`src/rtl/hb_adc_sampler.sv`:
```
// PmodAD1 dual-channel SPI sampler: periodic conversion of both 12-bit channels,
// result presented as a 32-bit word with a ready/ack handshake and sticky overrun.
module hb_adc_sampler #(
    parameter int CLK_DIV       = 4,
    parameter int SAMPLE_PERIOD = 50000
) (
    input  logic        clk,
    input  logic        reset,
    output logic        adc_cs_n,
    input  logic        adc_d0,
    input  logic        adc_d1,
    output logic        adc_sclk,
    input  logic        read_ack,
    output logic        read_rdy,
    output logic [31:0] heartbeat_data
);

    localparam int PW = (SAMPLE_PERIOD > 1) ? $clog2(SAMPLE_PERIOD) : 1;
    localparam int DW = $clog2(CLK_DIV);

    typedef enum logic [1:0] {
        IDLE,
        CONV,
        LATCH
    } state_t;

    state_t          state_q, state_d;
    logic [PW-1:0]   period_cnt;
    logic            tick;
    logic [DW-1:0]   div_cnt;
    logic            div_wrap;
    logic [4:0]      bit_cnt;
    logic [11:0]     shift0, shift1;
    logic [11:0]     ch0_q, ch1_q;
    logic [3:0]      seq_q;
    logic            overrun_q;

    assign tick     = (period_cnt == PW'(SAMPLE_PERIOD - 1));
    assign div_wrap = (div_cnt == DW'(CLK_DIV - 1));

    always_ff @(posedge clk) begin
        if (reset) begin
            period_cnt <= '0;
        end else if (tick) begin
            period_cnt <= '0;
        end else begin
            period_cnt <= period_cnt + 1'b1;
        end
    end

    always_ff @(posedge clk) begin
        if (reset) begin
            state_q <= IDLE;
        end else begin
            state_q <= state_d;
        end
    end

    always_comb begin
        state_d = state_q;
        case (state_q)
            IDLE:    if (tick) state_d = CONV;
            CONV:    if (div_wrap && !adc_sclk && bit_cnt == 5'd16) state_d = LATCH;
            LATCH:   state_d = IDLE;
            default: state_d = IDLE;
        endcase
    end

    // 12-bit shift registers: the four leading zeros of each 16-bit frame shift out the top.
    always_ff @(posedge clk) begin
        if (reset) begin
            adc_cs_n <= 1'b1;
            adc_sclk <= 1'b1;
            div_cnt  <= '0;
            bit_cnt  <= '0;
            shift0   <= '0;
            shift1   <= '0;
        end else begin
            case (state_q)
                IDLE: begin
                    if (tick) begin
                        adc_cs_n <= 1'b0;
                        adc_sclk <= 1'b1;
                        div_cnt  <= '0;
                        bit_cnt  <= '0;
                    end
                end
                CONV: begin
                    if (div_wrap) begin
                        div_cnt  <= '0;
                        adc_sclk <= ~adc_sclk;
                        if (adc_sclk) begin
                            shift0  <= {shift0[10:0], adc_d0};
                            shift1  <= {shift1[10:0], adc_d1};
                            bit_cnt <= bit_cnt + 1'b1;
                        end else if (bit_cnt == 5'd16) begin
                            adc_cs_n <= 1'b1;
                        end
                    end else begin
                        div_cnt <= div_cnt + 1'b1;
                    end
                end
                default: ;
            endcase
        end
    end

    // An ack coinciding with LATCH consumes the old word, so the new one is not an overrun.
    always_ff @(posedge clk) begin
        if (reset) begin
            read_rdy  <= 1'b0;
            overrun_q <= 1'b0;
            ch0_q     <= '0;
            ch1_q     <= '0;
            seq_q     <= '0;
        end else if (state_q == LATCH) begin
            ch0_q     <= shift0;
            ch1_q     <= shift1;
            seq_q     <= seq_q + 1'b1;
            read_rdy  <= 1'b1;
            overrun_q <= read_rdy & ~read_ack;
        end else if (read_ack && read_rdy) begin
            read_rdy  <= 1'b0;
            overrun_q <= 1'b0;
        end
    end

    assign heartbeat_data = {overrun_q, 3'b000, ch1_q, seq_q, ch0_q};

endmodule
```
`config.mk`:
```
export PLATFORM = sky130hd
export DESIGN_NAME = hb_adc_sampler
export DESIGN_NICKNAME = d
export VERILOG_FILES = /design/src/rtl/hb_adc_sampler.sv
export SDC_FILE = /design/constraint.sdc
export NUM_CORES = 1
export LEC_CHECK = 0
export BUFFER_PORTS_ARGS = -buffer_cell sky130_fd_sc_hd__buf_4
export CAP_MARGIN = 20
export CORE_AREA = 2 2 80 82
export DETAILED_ROUTE_END_ITERATION = 12
export DIE_AREA = 0 0 82 84
export PLACE_DENSITY = 0.71
export RECOVER_POWER = 100
export SYNTH_ARGS = -nofsm -noshare
export SYNTH_HDL_FRONTEND = slang
export SYNTH_SLANG_ARGS = --single-unit
```
`constraint.sdc`:
```
create_clock -name clk -period 1.6 [get_ports clk]
set_input_delay 0.08 -clock clk [delete_from_list [all_inputs] [get_ports clk]]
set_output_delay 0.08 -clock clk [all_outputs]
set_load 0.02 [all_outputs]
```
==> run_results.csv, run 1 <==
group,metric,value,unit
status,status,"finished, final reports clean",
layout,drive_above_1_share,12.5,%
grt,antenna_found_initial,0,
grt,grt_pass1_vias,2450,
worst_setup_path,startpoint_type,"register",
synth,ys_types,44,
sta,worst_pin_slew,0.541,ns
die,die_h,84,um
power_and_ir_drop,p_leak,1.24,nW
place,pre_cts_ws,0.0108,ns
synth,ys.flop_type,"dfxtp_1",
route,via_per_inst,5.22,
route,first_pass_iters,4,
layout,antennaDiodeCount,0,
worst_setup_path,required,1.87,ns
die,fp.coreArea,6100,um2
route,drt-total-wl,6310,um
cts,clock_latency,0.35,ns
sta,fin_crit_sh,94.3,%
route,num_vias,2658,
worst_setup_path,worst_setup_path_end_kind,"register",
place,dpl_cell_area,3590,um2
worst_setup_path,worstRegToRegCells,4,
job,cap_violations,0,
cts,htreeDepth,3,
grt,use_met1,26.8,%
sta,timing_max_transition_violations_final,0,
synth,ys_seq_area_share,49.9,%
synth,syn_area,3250,um2
cts,clock_path_buffers,2,
sta,setup_viol,0,
place,dp_hpwl,4090,um
die,ios,40,
layout,fin_area,3730,um2
sta,timing.fmax,662,MHz
sta,whs,0.455,ns
route,drcViolationCount,0,
synth,synth-edff-count,0,
layout,final_cells,509,
worst_setup_path,crit_fanout,10,
place,gp_congestion,0.801,
synth,avgSynthCellArea,8.41,um2
grt,grt_usage,19.9,%
route,drtAntennaViolNets,0,
die,die-width,82,um
sta,rsz0062_at_grt,"true",
sta,max_slew_margin,63.9,%
sta,fin_crit,1.51,ns
cts,clk_pin_slew,0.08,ns
cts,cts_tree,"done",
sta,skew,0.0107,ns
cts,clock-sinks,81,
worst_setup_path,cp.arrival,1.78,ns
worst_setup_path,path_class,"register to register",
sta,hold_viol,0,
route,wire_per_inst,12.4,um
layout,mostFrequentLayoutCells,"nand2_1, dfxtp_1, a21oi_1",
place,io_buffers,36,
power_and_ir_drop,vdd_drop_max,0.593,mV
worst_hold_path,hold_depth,2,
die,die-area,6890,um2
layout,areaGrowthSynthToFinish,15.0,%
grt,grt_pass1_wl,10800,um
layout,nets,437,
synth,yosysWarnings,0,
worst_hold_path,worstHoldPathType,"register to register",
layout,layout_commonest_cell,"nand2_1",
place,post-place-cells,489,
sta,layout_setup_ws,0.0905,ns
grt,grt_max_degree,56,
synth,ys_ff_latch,81,
synth,async_reset_ff_share,0,%
die,rows,29,
route,drt_first_iter_violations,126,
power_and_ir_drop,p_per_area,956,nW/um2
synth,postSynthCellCount,386,
grt,grt-ovfl-total,0,
grt,grt_use_met3,4.00,%
grt,top_usage_layer,"met2",
sta,tns,0,ns
cts,cts_buffers,9,
die,start_util,53.3,%
grt,use_met2,29.7,%
cts,root_buffer,"clkbuf_8",
cells by family after synthesis:
kind of cell | after synthesis | synth area share, %
buffers and inverters | 32 | 4.86
multiplexers | 2 | 0.655
adder cells (fa/ha/maj) | 5 | 1.93
XOR/XNOR | 16 | 4.32
other | 1 | 0.115
AO/OA/AOI/OAI | 75 | 13.1
flip-flops | 81 | 49.9
AND/OR/NAND/NOR | 174 | 25.1
where the power goes:
group / switching (W) / internal, W / total (W)
clock network: 0.000745 / 0.000727 / 0.00147
logic: 0.0000470 / 0.0000244 / 0.0000714
registers: 0.00000601 / 0.00202 / 0.00203
total: 0.000798 / 0.00277 / 0.00357
registers in the layout, indices dropped and copies added, names as in the netlist, 2 cells and up:
signal / cells
bit_cnt: 5
ch0_q: 12
ch1_q: 12
div_cnt: 2
period_cnt: 16
seq_q: 4
shift0: 12
shift1: 12
state_q: 2
layer usage:
layer  vias to the layer above  wire length, um
met3                        13              233
met2                        49             2910
met1                      1231             3010
li1                       1365                -
met4                         0              149
met5                         -                0
cell usage after synthesis, types with 3 or more instances:
master      n  share of area [%]
ha_1        5                1.9
a21oi_1    58                8.9
clkbuf_1    7               0.81
nor4_1      3               0.58
o311ai_1    3               0.81
buf_2      12                1.8
inv_1       7               0.81
buf_4       4               0.92
o21ai_0     5               0.77
xnor2_1    13                3.5
or2_0       3               0.58
nand2_1   108                 12
nand3_1     6               0.92
and3_1      4               0.77
nor3_1      5               0.77
nor2_1     24                2.8
dfxtp_1    81                 50
nand4_1     5               0.96
xor2_1      3               0.81
per-stage QoR:
stage | power, W | util [%]
floorplan | 0.00212 | -
global placement | 0.00214 | 58.9
detailed placement | 0.00214 | 58.9
CTS | 0.00361 | 62.8
global route | 0.00373 | 61.3
finish | 0.00357 | 61.3
final timing paths:
| check | startpoint | end | slack, ns |
|---|---|---|---|
| setup reg to reg | state_q[0]$_SDFFE_PP0P_ | bit_cnt[3]$_SDFFE_PP0P_ | 0.09 |
| setup / recovery | state_q[0]$_SDFFE_PP0P_ | bit_cnt[3]$_SDFFE_PP0P_ | 0.09 |
| hold / removal | ch0_q[10]$_SDFFE_PP0P_ | ch0_q[10]$_SDFFE_PP0P_ | 0.46 |
| hold reg to reg | ch0_q[10]$_SDFFE_PP0P_ | ch0_q[10]$_SDFFE_PP0P_ | 0.46 |
worst max-delay path, stage by stage (launching register included):
cell and delay, ns:
dfxtp_1 0.56, and4b_1 0.33, nand4_1 0.16, or2_0 0.23, a21oi_1 0.15
layout make-up:
cell class              instances  area [um2]
well taps                      77        96.3
multi-input cells             275        1510
clock buffers                  10         128
repair buffers                 53         282
clock inverters                 6        68.8
fillers                       559        2360
inverters                       7        26.3
flip-flops and latches         81        1620
what timing repair did:
action	in CTS	in global routing
setup endpoints to repair	0	36
resized for setup	0	9
hold buffers	4	0
hold endpoints to repair	10	0
buffers inserted	0	0
Note: power is estimated with default switching activity, not from simulation.
==> run 2, diff against run 1 <==
- clock period: 1.6 -> 1.5 ns (I/O delays scaled with it)
==> run_results.csv, run 2 (synthesis results as in run 1) <==
group,metric,value,unit
worst_setup_path,required,1.73,ns
route,num_vias,2704,
route,first_pass_iters,4,
sta,fin_crit_sh,98.2,%
cts,cts_tree,"done",
place,dpl_cell_area,3650,um2
worst_setup_path,startpoint_type,"register",
sta,timing_max_transition_violations_final,0,
worst_hold_path,hp-start,"reset",
power_and_ir_drop,p_leak,1.29,nW
worst_setup_path,r2r_start,"period_cnt[7]$_SDFF_PP0_",
layout,areaGrowthSynthToFinish,17.7,%
layout,fin_area,3820,um2
layout,mostFrequentLayoutCells,"nand2_1, dfxtp_1, a21oi_1",
die,die-area,6890,um2
die,rows,29,
worst_setup_path,cpMaxStageDelayCell,"dfxtp_2",
place,gp_congestion,0.836,
status,status,"finished, final reports clean",
power_and_ir_drop,finalPower,0.00390,W
cts,clock-sinks,81,
layout,largest_reg_flops,16,
worst_setup_path,worst_setup_path_end_kind,"register",
grt,grt_max_degree,63,
sta,setup_viol,0,
grt,grt_usage,20.0,%
layout,largest_register,"period_cnt",
cts,clock_path_buffers,2,
place,io_buffers,36,
cts,clock_latency,0.35,ns
grt,antenna_found_initial,0,
cts,root_buffer,"clkbuf_8",
power_and_ir_drop,p_per_area,1020,nW/um2
layout,nets,442,
cts,clk_pin_slew,0.08,ns
die,die_h,84,um
die,start_util,53.3,%
cts,htreeDepth,3,
cts,cts_buffers,9,
job,cap_violations,0,
route,wire_per_inst,12.5,um
route,drcViolationCount,0,
route,via_per_inst,5.26,
sta,skew,0.0137,ns
layout,drive_above_1_share,14.0,%
worst_setup_path,cp.arrival,1.70,ns
worst_setup_path,cp-startpoint,"period_cnt[7]$_SDFF_PP0_",
worst_hold_path,worstHoldPathType,"input port to register",
layout,layout_commonest_cell,"nand2_1",
grt,grt_pass1_vias,2522,
power_and_ir_drop,vdd_drop_max,0.834,mV
die,ios,40,
grt,grt-ovfl-total,0,
route,drt-total-wl,6400,um
sta,hold_viol,0,
die,fp.coreArea,6100,um2
sta,rsz0062_at_grt,"true",
worst_setup_path,slowest_delay,0.37,ns
sta,fin_crit,1.47,ns
worst_setup_path,cp_cell_sequence,"nor4b_4 > nand4_4 > o311ai_1 > a21oi_1",
place,dp_hpwl,4130,um
route,drtAntennaViolNets,0,
sta,timing.fmax,679,MHz
grt,grt_pass1_wl,11000,um
layout,antennaDiodeCount,0,
worst_setup_path,path_class,"register to register",
route,drt_first_iter_violations,145,
die,die-width,82,um
worst_setup_path,crit_fanout,8,
[run 2: what timing repair did]
action / in CTS / in global routing
resized for setup: 0 / 11
hold buffers: 3 / 0
endpoints found under the setup margin: 0 / 40
buffers inserted: 0 / 1
hold endpoints to repair: 4 / 0
[run 2: stage by stage]
stage               std cells  hold WS, ns  utilization [%]  TNS (ns)  worst slack (ns)
floorplan                 388        0.174                -         0            0.0830
global placement          494        0.268             59.9         0            0.0745
detailed placement        494        0.270             59.9         0            0.0133
CTS                       513       0.0723             63.9         0          0.000978
global route              514        0.132             62.7    -0.213           -0.0534
finish                    514        0.109             62.7         0            0.0276
[run 2: cell type report]
| cell class | count | area, um2 |
|---|---|---|
| Timing Repair Buffer | 58 | 340 |
| Clock inverter | 6 | 72.6 |
| Tap cell | 77 | 96.3 |
| Clock buffer | 10 | 138 |
| Sequential cell | 81 | 1620 |
| Inverter | 7 | 26.3 |
| Multi-Input combinational cell | 275 | 1530 |
| Fill cell | 542 | 2270 |
[run 2: layer usage]
metal	track usage (%)	vias up	wire (um)
met1	25.4	1276	3020
met3	3.79	8	225
met5	0	-	0
met2	32.4	44	3070
li1	-	1376	-
met4	8.79	0	86
[run 2: power breakdown]
group	switching [W]	total, W	internal (W)	leakage, nW
Combinational	0.0000529	0.0000849	0.0000320	0.529
Sequential	0.00000539	0.00216	0.00215	0.653
Clock	0.000815	0.00165	0.000835	0.104
[run 2: worst max-delay path: cells and delay by family, from the launching register on]
kind             cells  cell delay (ns)
AND/OR/NAND/NOR      2             0.60
AO/OA/AOI/OAI        2             0.38
flip-flops           1             0.37
[run 2: final timing paths]
path         slack [ns]  depth (start not counted)                      end
max                0.03                          4  bit_cnt[2]$_SDFFE_PP0P_
min                0.11                          3    adc_cs_n$_SDFFE_PP1P_
max reg2reg        0.03                          4  bit_cnt[2]$_SDFFE_PP0P_
min reg2reg        0.46                          2    ch0_q[7]$_SDFFE_PP0P_
==> run 3, diff against run 2 <==
- RECOVER_POWER: 100 -> unset
==> run_results.csv, run 3 (synthesis results as in run 1) <==
group,metric,value,unit
route,drt_first_iter_violations,139,
sta,fin_crit_sh,98.2,%
cts,clk_pin_slew,0.08,ns
place,io_buffers,36,
layout,drive_above_1_share,21.3,%
route,via_per_inst,5.23,
job,cap_violations,0,
worst_setup_path,cp.arrival,1.69,ns
sta,hold_viol,0,
sta,setup_viol,0,
layout,nets,442,
layout,largest_register,"period_cnt",
die,fp.coreArea,6100,um2
cts,root_buffer,"clkbuf_8",
cts,clock_latency,0.34,ns
cts,clock_path_buffers,2,
sta,skew,0.0138,ns
sta,timing.fmax,679,MHz
power_and_ir_drop,p_per_area,984,nW/um2
layout,mostFrequentLayoutCells,"nand2_1, dfxtp_1, a21oi_1",
cts,cts_tree,"done",
die,die_h,84,um
worst_setup_path,required,1.72,ns
layout,fin_area,3950,um2
layout,final_cells,514,
grt,grt_pass1_vias,2522,
place,dpl_cell_area,3650,um2
die,die-width,82,um
die,die-area,6890,um2
sta,fin_crit,1.47,ns
worst_hold_path,worstHoldPathType,"input port to register",
die,start_util,53.3,%
die,rows,29,
layout,antennaDiodeCount,0,
grt,grt_usage,20.0,%
cts,htreeDepth,3,
power_and_ir_drop,vdd_drop_max,0.837,mV
die,ios,40,
sta,whs,0.115,ns
layout,largest_reg_flops,16,
place,dp_hpwl,4130,um
cts,cts_buffers,9,
grt,grt_pass1_wl,11000,um
layout,layout_commonest_cell,"nand2_1",
grt,antenna_found_initial,0,
worst_setup_path,path_class,"register to register",
worst_setup_path,startpoint_type,"register",
sta,tns,0,ns
grt,grt_max_degree,63,
route,drtAntennaViolNets,0,
power_and_ir_drop,p_leak,1.43,nW
status,status,"finished, final reports clean",
route,first_pass_iters,4,
place,post-place-cells,494,
cts,clock-sinks,81,
place,gp_congestion,0.836,
sta,timing_max_transition_violations_final,0,
route,drt-total-wl,6390,um
layout,utilization,64.9,%
worst_setup_path,worst_setup_path_end_kind,"register",
grt,grt-ovfl-total,0,
worst_setup_path,crit_fanout,8,
route,drcViolationCount,0,
sta,rsz0062_at_grt,"true",
route,num_vias,2686,
route,wire_per_inst,12.4,um
layout,areaGrowthSynthToFinish,21.8,%
==> run 3: cell type report <==
type	instances	area, um2
fillers	512	2140
flip-flops and latches	81	1620
well taps	77	96.3
clock inverters	6	72.6
repair buffers	58	472
clock buffers	10	138
multi-input cells	275	1530
inverters	7	26.3
==> run 3: report_power, final <==
part / total [W] / internal (W) / switching [W] / leakage, nW
sequential: 0.00216 / 0.00215 / 0.00000541 / 0.653
combinational: 0.0000852 / 0.0000322 / 0.0000530 / 0.669
clock: 0.00165 / 0.000835 / 0.000811 / 0.104
==> run 3: per-layer routing <==
layer	GRT usage, %	vias to the layer above	wire length (um)
met1	25.4	1258	2960
met5	0	-	0
li1	-	1375	-
met4	8.79	0	49
met2	32.4	49	3110
met3	3.79	4	266
==> run 3: through the flow <==
step,setup WS (ns),total power (W)
after floorplan,0.0830,0.00227
after CTS,0.000978,0.00393
after global routing,-0.0560,0.00404
final,0.0263,0.00389
after global placement,0.0745,0.00229
after detailed placement,0.0133,0.00229
==> run 3: final timing paths <==
check / from / to / slack, ns / cells past startpoint
setup / recovery: period_cnt[7]$_SDFF_PP0_ / bit_cnt[2]$_SDFFE_PP0P_ / 0.03 / 4
hold / removal: reset / adc_cs_n$_SDFFE_PP1P_ / 0.11 / 3
setup reg to reg: period_cnt[7]$_SDFF_PP0_ / bit_cnt[2]$_SDFFE_PP0P_ / 0.03 / 4
hold reg to reg: ch0_q[8]$_SDFFE_PP0P_ / ch0_q[8]$_SDFFE_PP0P_ / 0.46 / 2
==> run 3: critical path: stages, from the launching register on <==
cell      delay, ns
dfxtp_2        0.37
nor4b_4        0.36
nand4_4        0.23
o311ai_1       0.28
a21oi_1        0.10
==> run 3: timing repair <==
action	CTS	global route
setup endpoints to repair	0	40
gates resized for setup	0	11
hold buffers	3	0
setup buffers	0	1
endpoints found under the hold margin	4	0
